## src/rtl/modexp_seq_decrypt.sv

```systemverilog
// Sequential square-and-multiply modular exponentiation r = c^d mod n, one modular op per cycle.
// Optional MODEXP_LEADING_ZERO_SKIP_EN: start the exponent scan at the MSB set bit of d.
module modexp_seq_decrypt #(
  parameter int W = 8
) (
  input  logic         clk,
  input  logic         rst_n,
  input  logic         in_valid,
  output logic         in_ready,
  input  logic [W-1:0] c,
  input  logic [W-1:0] d,
  input  logic [W-1:0] n,
  output logic         out_valid,
  input  logic         out_ready,
  output logic [W-1:0] r,
  output logic         busy,
  output logic         err
);

  localparam int KW = (W > 1) ? $clog2(W) : 1;

  typedef enum logic [1:0] {IDLE, SQUARE, MULT, DONE} state_t;

  state_t          state, state_nxt;
  logic [W-1:0]    cb, db, nb, acc;
  logic [KW-1:0]   k, start_k;
  logic            err_q;
  logic            accept, start_done, k_dec;
  logic [W-1:0]    one_mod, c_mod, prod_mod;
  logic [2*W-1:0]  prod;

`ifdef MODEXP_LEADING_ZERO_SKIP_EN
  function automatic logic [KW-1:0] msb_idx(input logic [W-1:0] v);
    msb_idx = '0;
    for (int unsigned i = 0; i < W; i++)
      if (v[i]) msb_idx = KW'(i);
  endfunction

  always_comb begin
    start_k    = msb_idx(d);
    start_done = (d == '0);
  end
`else
  always_comb begin
    start_k    = KW'(W - 1);
    start_done = 1'b0;
  end
`endif

  always_comb begin
    accept  = in_valid && (state == IDLE);
    one_mod = (n == W'(1)) ? '0 : W'(1);
    c_mod   = (n == '0) ? '0 : (c % n);
    if (state == MULT) prod = {{W{1'b0}}, acc} * {{W{1'b0}}, cb};
    else               prod = {{W{1'b0}}, acc} * {{W{1'b0}}, acc};
    prod_mod = (nb == '0) ? '0 : W'(prod % {{W{1'b0}}, nb});
  end

  always_ff @(posedge clk or negedge rst_n) begin
    if (!rst_n) state <= IDLE;
    else        state <= state_nxt;
  end

  always_comb begin
    state_nxt = state;
    k_dec     = 1'b0;
    in_ready  = 1'b0;
    out_valid = 1'b0;
    busy      = 1'b0;
    case (state)
      IDLE: begin
        in_ready = 1'b1;
        if (accept) state_nxt = ((n == '0) || start_done) ? DONE : SQUARE;
      end
      SQUARE: begin
        busy = 1'b1;
        if (db[k])           state_nxt = MULT;
        else if (k == '0)    state_nxt = DONE;
        else                 k_dec     = 1'b1;
      end
      MULT: begin
        busy = 1'b1;
        if (k == '0) state_nxt = DONE;
        else begin
          state_nxt = SQUARE;
          k_dec     = 1'b1;
        end
      end
      DONE: begin
        out_valid = 1'b1;
        if (out_ready) state_nxt = IDLE;
      end
      default: state_nxt = IDLE;
    endcase
    r   = out_valid ? acc : '0;
    err = out_valid & err_q;
  end

  always_ff @(posedge clk or negedge rst_n) begin
    if (!rst_n) begin
      cb    <= '0;
      db    <= '0;
      nb    <= '0;
      acc   <= '0;
      k     <= '0;
      err_q <= 1'b0;
    end else begin
      if (accept) begin
        cb    <= c_mod;
        db    <= d;
        nb    <= n;
        k     <= start_k;
        // n==0 flags err and reports zero; otherwise acc starts at 1 reduced by n
        acc   <= (n == '0) ? '0 : one_mod;
        err_q <= (n == '0);
      end else if (state == SQUARE || state == MULT) begin
        acc <= prod_mod;
      end
      if (k_dec) k <= k - KW'(1);
    end
  end

endmodule

```

## config.mk

```make
export PLATFORM = sky130hd
export DESIGN_NAME = modexp_seq_decrypt
export DESIGN_NICKNAME = d
export VERILOG_FILES = /design/src/rtl/modexp_seq_decrypt.sv
export SDC_FILE = /design/constraint.sdc
export NUM_CORES = 1
export LEC_CHECK = 0
export CAP_MARGIN = 40
export CORE_ASPECT_RATIO = 1.1
export CORE_MARGIN = 2
export CORE_UTILIZATION = 55
export DETAILED_ROUTE_END_ITERATION = 10
export PLACE_DENSITY_LB_ADDON = 0.05
export SETUP_SLACK_MARGIN = 0.5
export SYNTH_ARGS = -nofsm -noshare
export SYNTH_HDL_FRONTEND = slang
export SYNTH_SLANG_ARGS = --single-unit
```

## constraint.sdc

```tcl
create_clock -name clk -period 49.2 [get_ports clk]
set_clock_uncertainty 0.1 [all_clocks]
set_input_delay 4.92 -clock clk [delete_from_list [all_inputs] [get_ports clk]]
set_output_delay 4.92 -clock clk [all_outputs]
set_load 0.005 [all_outputs]
```

# == Word level (Yosys, flattened, before mapping) ==
# Index checks and enable logic that the tools add are counted.
# Widths: inputs -> output; s select.
# totals
out_inout_bits,12
word_cells,56
in_bits,28
reg_bits,38
# op_classes
add_sub_neg,1
bitwise,1
mul,2
n_reduce_logical,10
n_eq_ne,7
n_lt_le_gt_ge,1
n_div,2
mux,25
# ops
cell,count
$mux 8,5
$mul 8x8->16,2
$logic_not 8->1,2
$mod 16x8->16,1
$mux 16,1
$mux 2,6
$eq 8x1->1 const B,1
$mod 8x8->8,1
$mux 1,8
$pmux 2 s4,1
$mux 3,2
$eq 2x2->1 const B,2
$lt 3x4->1 const B,1
$ne 2x2->1 const B,2
$reduce_bool 2->1,2
$bmux 1 s3,1
$logic_not 3->1,1
$ne 3x3->1 const B,1
$reduce_and 3->1,1
$sub 3x1->3 const B,1
$eq 2x1->1 const B,1
$logic_not 2->1,1
$pmux 1 s2,1
$reduce_or 2->1,1
3 further kinds,3

# == Longest topological paths before layout ==
# logic_depth
depth_word,6
ltp_mapped,179
mapped_depth_nobuf,169

# == Worst setup path before layout ==
# No wires, ideal clock.
# synth_timing
path_type,register -> register
start,register acc[1]
end,register acc[0]
path_buffers,10
required_time_ps,49013
slack_ps,14379
synth_period_minus_slack_ps,34821
setup_ps,87
stages_incl_launch_ff,170
t_arrival_ps,34634
cell_sequence,dfrtp_1 clkbuf_1 clkbuf_1 and2_1 fa_1 fa_1 fa_1 inv_1 fa_1 inv_1 ha_1 clkbuf_1 a21oi_1 o22ai_1 nor3b_1 a21oi_1 xnor2_1 nand2_1 [134 not listed] nand4b_1 mux2_2 or4_1 buf_4 mux2_2 ha_1 nor2b_1 o21ai_0 nand2b_1 a21o_1 a21o_1 o21ai_0 nand2b_1 a21oi_1 o2111ai_1 a221oi_4 mux2_1 o211ai_1
# synth_via
elab_chain_len,6
word_cells_on_any_way,7
classes_between,mul: 2; div: 1; mux: 4
# synth_rtl
item,line_no,text
from (decl),25,"logic [W-1:0] cb, db, nb, acc;"
from (signal assigned),114,acc <= (n == '0) ? '0 : one_mod;
from (signal assigned),117,acc <= prod_mod;
"$mul 8x8->16, on equally long branches","55, 54",
$mux 16 (*),54,"if (state == MULT) prod = {{W{1'b0}}, acc} * {{W{1'b0}}, cb};"
$mod 16x8->16 (*),56,"prod_mod = (nb == '0) ? '0 : W'(prod % {{W{1'b0}}, nb});"
$mux 8 (*),56,
$mux 8 (*),116,end else if (state == SQUARE || state == MULT) begin
$mux 8 (*),108,if (accept) begin
# Every way passes the cells marked *; elsewhere a longest branch is shown, timed or not. The select of a mux whose other input is x is not followed.
# A chain may end at the register's enable or synchronous reset.

# == Worst setup path in the final report ==
# layout_timing
start,register acc[3]
end,register acc[0]
# The elaborated chain is that of the path after synthesis.

==> impl_metrics.tcl <==
set metrics [dict create \
    synthArstFlopShare_pct 100 \
    vias 12700 \
    slew_headroom_pct 34.9 \
    place_congestion 0.919 \
    worstRegToRegCells 158 \
    grt_overflow 0 \
    wl_met3_um 1760 \
    cp.required_ps 49300 \
    critPathMaxFanout 24 \
    drcViolationCount 0 \
    clock-root-buffer "clkbuf_16" \
    ioPinCount 40 \
    synth_area_per_cell_um2 7.84 \
    met2_length_um 17100 \
    clock-sinks 38 \
    place_area_um2 14100 \
    grt_max_degree 38 \
    period_needed_ps 40260 \
    path_clk_slew_ps 60 \
    syn_nets 2015 \
    syn_inst 1715 \
    tightest_slew_ps 969 \
    rows 60 \
    fin_crit_sh_pct 81.8 \
    startpoint "acc[3]$_DFFE_PN0P_" \
    crit_path_end "acc[0]$_DFFE_PN0P_" \
    fill_cells 2295 \
    yosysSeqAreaShare_pct 7.07 \
    cp-start-kind "flip-flop" \
    die_x_um 153 \
    drt_wl_total_um 36900 \
    rsz0062_at_grt "no" \
    synth_edf_count 0 \
    post_cts_resized 0 \
    nets 2029 \
    wirelength_met1_um 17100 \
    worstSkewPairLatency_ps 280 \
    clock_path_buffers 2 \
    timing.rr.end "acc[0]$_DFFE_PN0P_" \
    cp_common_cell "o21a_1" \
    ys.flop_type "dfrtp_1" \
    path_class "flip-flop to flip-flop" \
    min_path_type "flip-flop to flip-flop" \
    diodes 0 \
    post-cts-setup-buffers 0 \
    drive_above_1_share_pct 6.36 \
    start_util_pct 55.4 \
    hpwl_um 30100 \
    grt_pass1_wl_um 61900 \
    antenna_found_initial 0 \
    max_freq_mhz 24.8 \
    hold_ws_ps 378 \
    slowest_delay_ps 770 \
    drt-initial-drc-count 830 \
    ys.warnings.count 0 \
    dr.pass1.iters 5 \
    track_usage_pct 28.6 \
    cts_tree "done" \
    finalCoreUtilization_pct 58.9 \
    status "finished, final reports clean" \
    dieArea_um2 25700 \
    netlist_area_um2 13400 \
    syn_to_final_growth_pct 6.31 \
    maxCapViolCount 0 \
    detail-route-antenna-nets 0 \
    final_area_um2 14300 \
    die_y_um 168 \
    grt_pass1_vias 12500 \
    r2r_start "acc[3]$_DFFE_PN0P_" \
    wl_per_cell_um 18.1 \
    ys_types 105 \
    crit_arrival_ps 40360 \
    core_area_um2 24200 \
    hold_viol 0 \
    setup.worst_path.end_class "flip-flop" \
    slew_violations 0 \
    top_layer_used "met4" \
    port_buffers 39 \
    cts_made_buffers 5 \
    ys_ff_latch 38 \
    tns_ps 0 \
    htree_levels 2 \
    cts_hold_buf 0 \
    critPathSlowestCell "dfrtp_1" \
    reg2reg_slack_ps 8940 \
    via_per_inst 6.24 \
    setup_viol 0 \
]
## critical path: cells and delay by family, from the launching register on
| family | cells | cell delay (ps) |
|---|---|---|
| compound gates | 78 | 18190 |
| simple gates | 44 | 10640 |
| fa+ha+maj | 21 | 6980 |
| mux | 9 | 2620 |
| flops | 1 | 770 |
| buf+inv | 5 | 580 |
| xor+xnor | 1 | 190 |
## cells in the final DEF, fill, tap and decap left out, types with 7 or more instances in the layout
master and n:
ha_1 209, nand2_1 165, inv_1 137, nor2_1 118, and2_1 91, a21oi_1 83
o21ai_0 80, nor3_1 71, o21a_1 68, fa_1 63, xnor2_1 43, a21o_1 41
dfrtp_1 38, clkdlybuf4s50_1 38, mux2_2 37, xor2_1 35, o31ai_1 30, nand2b_1 24
o211ai_1 24, nand3_1 24, nand4_1 23, mux2i_1 20, a211oi_1 18, nor2b_1 13
or3_1 12, a31oi_1 11, buf_4 10, o211a_1 9, a211o_1 8, nor4_1 7
or2_2 7, a2bb2oi_1 7
## logic make-up after synthesis
kind of cell | after synthesis | share of synthesized area (%)
xor+xnor | 78 | 5.08
fa+ha+maj | 273 | 28.9
buf+inv | 181 | 5.18
compound gates | 484 | 26.2
simple gates | 599 | 22.4
mux | 62 | 5.19
flops | 38 | 7.07
## area by class of cell
type | instances | area (µm²) | area share [%]
Sequential cell | 38 | 951 | 6.65
Clock inverter | 1 | 5.00 | 0.0350
Tap cell | 310 | 388 | 2.71
Multi-Input combinational cell | 1496 | 11800 | 82.5
Timing Repair Buffer | 51 | 495 | 3.47
Clock buffer | 7 | 143 | 0.998
Inverter | 137 | 514 | 3.60
## synthesized netlist by cell type, types with 6 or more instances
cell	number	area (µm²)
a2bb2oi_1	7	61.3
or3_1	12	75.1
nand2_1	165	619
ha_1	209	2620
or2_2	7	43.8
xnor2_1	43	377
nand4_1	23	144
o21ai_0	80	400
inv_1	137	514
a21o_1	41	308
o21a_1	68	510
a211oi_1	18	135
and2_1	91	569
a21boi_0	6	45.0
xor2_1	35	307
o211a_1	9	90.1
o31ai_1	30	225
mux2i_1	20	200
o211ai_1	24	180
dfrtp_1	38	951
nor2b_1	13	81.3
a21oi_1	83	415
nor3_1	71	355
mux2_2	37	417
nor4_1	7	43.8
a31oi_1	11	68.8
nor2_1	118	443
nand3_1	24	120
o31a_1	6	52.6
a211o_1	8	70.1
or4_1	6	45.0
fa_1	63	1260
clkbuf_1	35	131
nand2b_1	24	150
## worst min-delay path by stage
| stage | cells past startpoint | to | startpoint |
|---|---|---|---|
| after detailed placement | 2 | db[5]$_DFFE_PN0P_ | db[5]$_DFFE_PN0P_ |
| after global routing | 2 | db[5]$_DFFE_PN0P_ | db[5]$_DFFE_PN0P_ |
| after global placement | 2 | db[3]$_DFFE_PN0P_ | db[3]$_DFFE_PN0P_ |
| final | 2 | db[3]$_DFFE_PN0P_ | db[3]$_DFFE_PN0P_ |
| after floorplan | 2 | db[2]$_DFFE_PN0P_ | db[2]$_DFFE_PN0P_ |
| after CTS | 2 | db[3]$_DFFE_PN0P_ | db[3]$_DFFE_PN0P_ |
## through the flow
stage | worst slack (ps) | cells
final | 8940 | 2040
after global routing | 5690 | 2040
after CTS | 9370 | 2040
after detailed placement | 9540 | 2032
after global placement | 10580 | 2030
after floorplan | 14380 | 1715
## state kept, by name (all words and copies together) (netlist names)
| register | flops |
|---|---|
| k | 3 |
| cb | 8 |
| state | 2 |
| db | 8 |
| nb | 8 |
| acc | 8 |
| err_q | 1 |
## per-layer routing
| metal | track usage, % | vias to the layer above |
|---|---|---|
| met2 | 48.1 | 274 |
| met1 | 39.1 | 6113 |
| met5 | 0 | - |
| met4 | 6.72 | 0 |
| li1 | - | 6284 |
| met3 | 3.84 | 62 |
Power is left out: the tool's default activity adds up to more than one toggle a clock period on the data nets, which glitch-free logic cannot reach.
==> variant 1 (same settings) <==
The 4 states of `state_t` get a Gray code encoding in 2 bits.
--- a/src/rtl/modexp_seq_decrypt.sv
+++ b/src/rtl/modexp_seq_decrypt.sv
@@ -19,7 +19,7 @@
 
   localparam int KW = (W > 1) ? $clog2(W) : 1;
 
-  typedef enum logic [1:0] {IDLE, SQUARE, MULT, DONE} state_t;
+  typedef enum logic [1:0] {IDLE = 2'b00, SQUARE = 2'b01, MULT = 2'b11, DONE = 2'b10} state_t;
 
   state_t          state, state_nxt;
   logic [W-1:0]    cb, db, nb, acc;
Behaviour: same outputs for any inputs over 10 cycles, from zero or initial values and one cycle with rst_n low; not proved beyond that.
==> variant 1 against the original RTL <==
Synthesized area fell by 2.1%; critical path depth grew 8; final area fell by 2.2%; global-route usage is 0.18 points lower; setup slack got worse by 1300 ps; count of clock-buffer cells in the layout down 2; first-iteration DRC count decreased by 19%; wire length is 4.8% lower; critical path type unchanged; sequential cell count is the same; hold slack got worse by 4.1 ps.
Power is left out: the tool's default activity adds up to more than one toggle a clock period on the data nets, which glitch-free logic cannot reach.
==> variant 1: results (changes against the original RTL) <==
Run status
  – Status: complete, no violations

Synth
  – Sequential-to-total area share from yosys stat: 0.07228 (+0.001547)
  – Synth async-reset ratio: 1.000 (unchanged)
  – Largest cells by area after synthesis: ha_1 (19%), fa_1 (9.6%), dfrtp_1 (7.2%)
  – Syn avg cell area: 7.707 sq um (-1.7%)
  – Main flop type after synthesis: dfrtp_1
  – Post-synth top cells: ha_1 (205), nand2_1 (179), inv_1 (135), nor2_1 (107), and2_1 (100)
  – Netlist cell types: 95 (-9.5%)

Setup path
  – Max Fanout on Critical Path: 19 (-21%)
  – Crit path arrival time: 41,570 ps (+1210 ps)
  – Delay-heaviest family, CP: compound AO/OA/AOI/OAI gates
  – CP peak stage delay: 900 ps (+130 ps)
  – Slowest-stage cell, CP: dfrtp_1

Route
  – Via density: 6.120 (-1.9%)
  – Post-Route WL: 35,090 microns (-4.8%)
  – DR iter-0 viols: 671 (-19%)
  – Drt pass-1 iters: 6 (+1)
  – Vias: 12,350 (-3.0%)

Placed design
  – DP Area: 13,800 sq um (-2.4%)
  – Dpl ws: 8155 ps (-1389 ps)
  – Hpwl dp: 28,600 microns (-4.9%)
  – GPL Wtd Cong: 0.8986 (-2.2%)

Hold path
  – Hold Crit Class: reg -> reg

STA
  – Slew @ Worst Pin: 923.3 ps (-46.09 ps)

Layout
  – Layout cells sized above 1: 0.05491 (-0.008677)
  – Layout fillers: 2,232 (-2.7%)
  – Nets: 2,007 (-1.1%)

Global route
  – Initial antenna violation count: 0 (unchanged)
  – First-pass GRT wire length: 58,750 microns (-5.1%)
  – Total global-route track usage: 0.2842 (-0.001844)
  – Largest net degree at the start of global routing: 39 (+2.6%)

Clock network
  – Setup bufs post-CTS: 0 (unchanged)
  – Worst-path clk slew: 60 ps (about the same)
  – Clk Tree Root Cell: clkbuf_16

Run
  – Maxcap violations: 0 (unchanged)
variant 1: worst reg2reg max path, delay by kind of cell, from the launching register on:
family	cells	cell delay [ps]
simple gates	43	11500
xor+xnor	1	110
compound gates	90	19180
fa+ha+maj	21	7290
flops	1	900
mux	7	2100
buf+inv	4	260
variant 1: layout make-up:
type	count	area share
multi-input cells	1482	0.8223
clock buffers	5	0.008954
flip-flops and latches	38	0.06805
well taps	305	0.02731
clock inverters	3	0.003223
inverters	135	0.03626
repair buffers	49	0.03394
variant 1: final timing paths:
kind                       slack (ps)  cells past startpoint      to    from
max                              7680                    166  acc[3]  acc[5]
min                               370                      2   db[0]   db[0]
max reg2reg                      7680                    166  acc[3]  acc[5]
min reg2reg                       370                      2   db[0]   db[0]
max in group asynchronous       44290                      2  acc[6]   rst_n
min in group asynchronous        4510                      2   cb[7]   rst_n
variant 1: logic make-up after synthesis:
family,Yosys count,share of synthesized area
compound gates,462,0.2439
xor+xnor,73,0.04860
fa+ha+maj,268,0.2908
buf+inv,187,0.05440
flops,38,0.07228
mux,51,0.04365
simple gates,628,0.2463
variant 1: stage by stage:
| stage | hold slack, ps | utilization |
|---|---|---|
| after floorplan | 340.3 | - |
| after global placement | 359.7 | 0.5846 |
| after detailed placement | 364.6 | 0.5862 |
| after CTS | 379.4 | 0.5934 |
| after global routing | 399.0 | 0.5934 |
| final | 373.6 | 0.5934 |
variant 1: metal layers:
layer / track usage / vias up / wire length (microns)
met3: 0.02335 / 66 / 1184
met2: 0.4848 / 260 / 16690
li1: - / 6193 / -
met4: 0.08655 / 0 / 1064
met5: 0 / - / 0
met1: 0.3797 / 5826 / 16150
==> variant 2 (same settings) <==
Made on the original files. Set the parameter `W` to 4 (it was 8).
--- a/src/rtl/modexp_seq_decrypt.sv
+++ b/src/rtl/modexp_seq_decrypt.sv
@@ -1,7 +1,7 @@
 // Sequential square-and-multiply modular exponentiation r = c^d mod n, one modular op per cycle.
 // Optional MODEXP_LEADING_ZERO_SKIP_EN: start the exponent scan at the MSB set bit of d.
 module modexp_seq_decrypt #(
-  parameter int W = 8
+  parameter int W = 4
 ) (
   input  logic         clk,
   input  logic         rst_n,
Ports: changed (resized c, d, n and r); port bits go from 40 to 24. No check against the original RTL was run, so the function may have changed too.
==> variant 2 against the original RTL <==
Core utilization grew 3.0 points; hold slack gained 32 ps; sequential cell count shrank 17; synthesized area shrank 73%; die area shrank 71%; first-iteration DRC count shrank 89%; count of clock-buffer cells in the layout shrank 4; final area shrank 72%; setup slack gained 26000 ps; wire length shrank 77%; critical endpoint is now acc[1]; largest cell class unchanged; highest routed layer unchanged.
Power is not shown: default switching activity piles up to over one toggle a cycle in this logic, so the estimate is an artifact.
==> variant 2: results (changes against the original RTL) <==
Global route
  – First-pass GRT wire length: 14,390 microns (-77%)
  – Total global-route track usage: 0.2384 (-0.04768)
  – Largest net degree at the start of global routing: 22 (-42%)
  – Initial antenna violation count: 0 (unchanged)
  – Vias in the first global route: 3,314 (-73%)

Layout
  – Layout cells sized above 1: 0.08211 (+0.01852)
  – Layout fillers: 597 (-74%)
  – Antenna fix cells: 0 (unchanged)
  – Nets: 559 (-72%)

Clock network
  – Max clock buf depth: 2 (unchanged)
  – # H-tree levels: 1 (-1)
  – Clk Tree Root Cell: clkbuf_8
  – Worst-path clk slew: 80 ps (+20 ps)
  – Setup bufs post-CTS: 0 (unchanged)
  – Post-cts resize count: 0 (unchanged)
  – Clk Latency, worst-skew pair: 260 ps (-20 ps)
  – CTS buffer count: 3 (-2)

Placed design
  – GPL Wtd Cong: 0.8693 (-5.4%)
  – Hpwl dp: 6985 microns (-77%)
  – Port Buffers: 23 (-41%)

Synth
  – Largest cells by area after synthesis: ha_1 (20%), dfrtp_1 (14%), a21oi_1 (4.5%)
  – Post-synth top cells: ha_1 (60), nor2_1 (37), inv_1 (36), nand2_1 (35), a21oi_1 (33)
  – Synth Area in Compound Gates: 0.2399 (-0.02193)
  – Yosys warnings: 0 (unchanged)
  – XOR/XNOR share of the synthesized area: 0.03578 (-0.01504)
  – Post-Synth Adder-Cell Area: 0.2426 (-0.04657)
  – Sequential-to-total area share from yosys stat: 0.1431 (+0.07237)
  – Mux cell area share after synthesis: 0.07291 (+0.02098)
  – Synth async-reset ratio: 1.000 (unchanged)
  – Post-Syn Nets: 537 (-73%)
  – Main flop type after synthesis: dfrtp_1
  – Netlist cell types: 64 (-39%)

STA
  – Final hold violations: 0 (unchanged)
  – Setup_tns: 0 ps (unchanged)
  – Worst slew margin: 0.4865 (+0.1371)

Route
  – DR iter-0 viols: 88 (-89%)
  – Post-Route WL: 8366 microns (-77%)
  – Via density: 5.961 (-4.5%)
  – Drt pass-1 iters: 4 (-1)

Setup path
  – Slowest-stage cell, CP: a31oi_1
  – Delay-heaviest family, CP: compound AO/OA/AOI/OAI gates
  – CP peak stage delay: 600 ps (-170 ps)
  – Max Fanout on Critical Path: 11 (-54%)
  – Crit path arrival time: 14,360 ps (-26,000 ps)

Run status
  – Status: complete, no violations

Hold path
  – Hold Crit Class: reg -> reg
-- variant 2: cell type report --
class | instances | area, sq um | area share
clock buffer | 3 | 41.29 | 0.01022
multi-input combinational | 389 | 2980 | 0.7379
inverter | 37 | 138.9 | 0.03439
timing repair buffer | 24 | 245.2 | 0.06072
clock inverter | 1 | 5.005 | 0.001239
tap | 82 | 102.6 | 0.02540
sequential | 21 | 525.5 | 0.1301
-- variant 2: worst reg2reg max path, delay by kind of cell, from the launching register on --
kind | cells | cell delay, ps
AOI/OAI and AO/OA | 28 | 6330
adders and majority gates | 11 | 3720
buffers and inverters | 1 | 70
DFF | 1 | 510
muxes | 4 | 1350
and+or+nand+nor | 16 | 2140
-- variant 2: cell families (layout without fill, tap and decap cells) --
family | Yosys count | count (layout)
AND/OR/NAND/NOR | 156 | 156
buffers and inverters | 44 | 65
adder cells (fa/ha/maj) | 67 | 67
multiplexers | 23 | 23
flip-flops | 21 | 21
XOR/XNOR | 15 | 15
AO/OA/AOI/OAI | 128 | 128
-- variant 2: path summary, 6_finish.rpt --
path | from | end | slack [ps] | cells after the start
min in group asynchronous | rst_n | db[3] | 4840 | 1
hold reg to reg | db[2] | db[2] | 410 | 1
max in group asynchronous | rst_n | cb[1] | 43720 | 2
setup / recovery | acc[2] | acc[1] | 34900 | 60
hold / removal | db[2] | db[2] | 410 | 1
setup reg to reg | acc[2] | acc[1] | 34900 | 60
-- variant 2: routing by layer --
layer  part of all wire  vias up  GRT usage
met4              0.021        0    0.07917
li1                   -     1696          -
met3              0.031       16   0.009036
met5                  0        -          0
met1               0.46     1531     0.3069
met2               0.49       77     0.4187
-- variant 2: metrics by stage --
step           instances  hold slack, ps  setup WS, ps  area [sq um]
6_report             557           409.3         34900          4039
5_1_grt              557           424.5         34060          4039
4_1_cts              557           411.8         34980          4039
3_5_place_dp         553           393.7         35000          3993
3_3_place_gp         552           390.3         35350          3978
2_1_floorplan        454           355.0         36390          3672
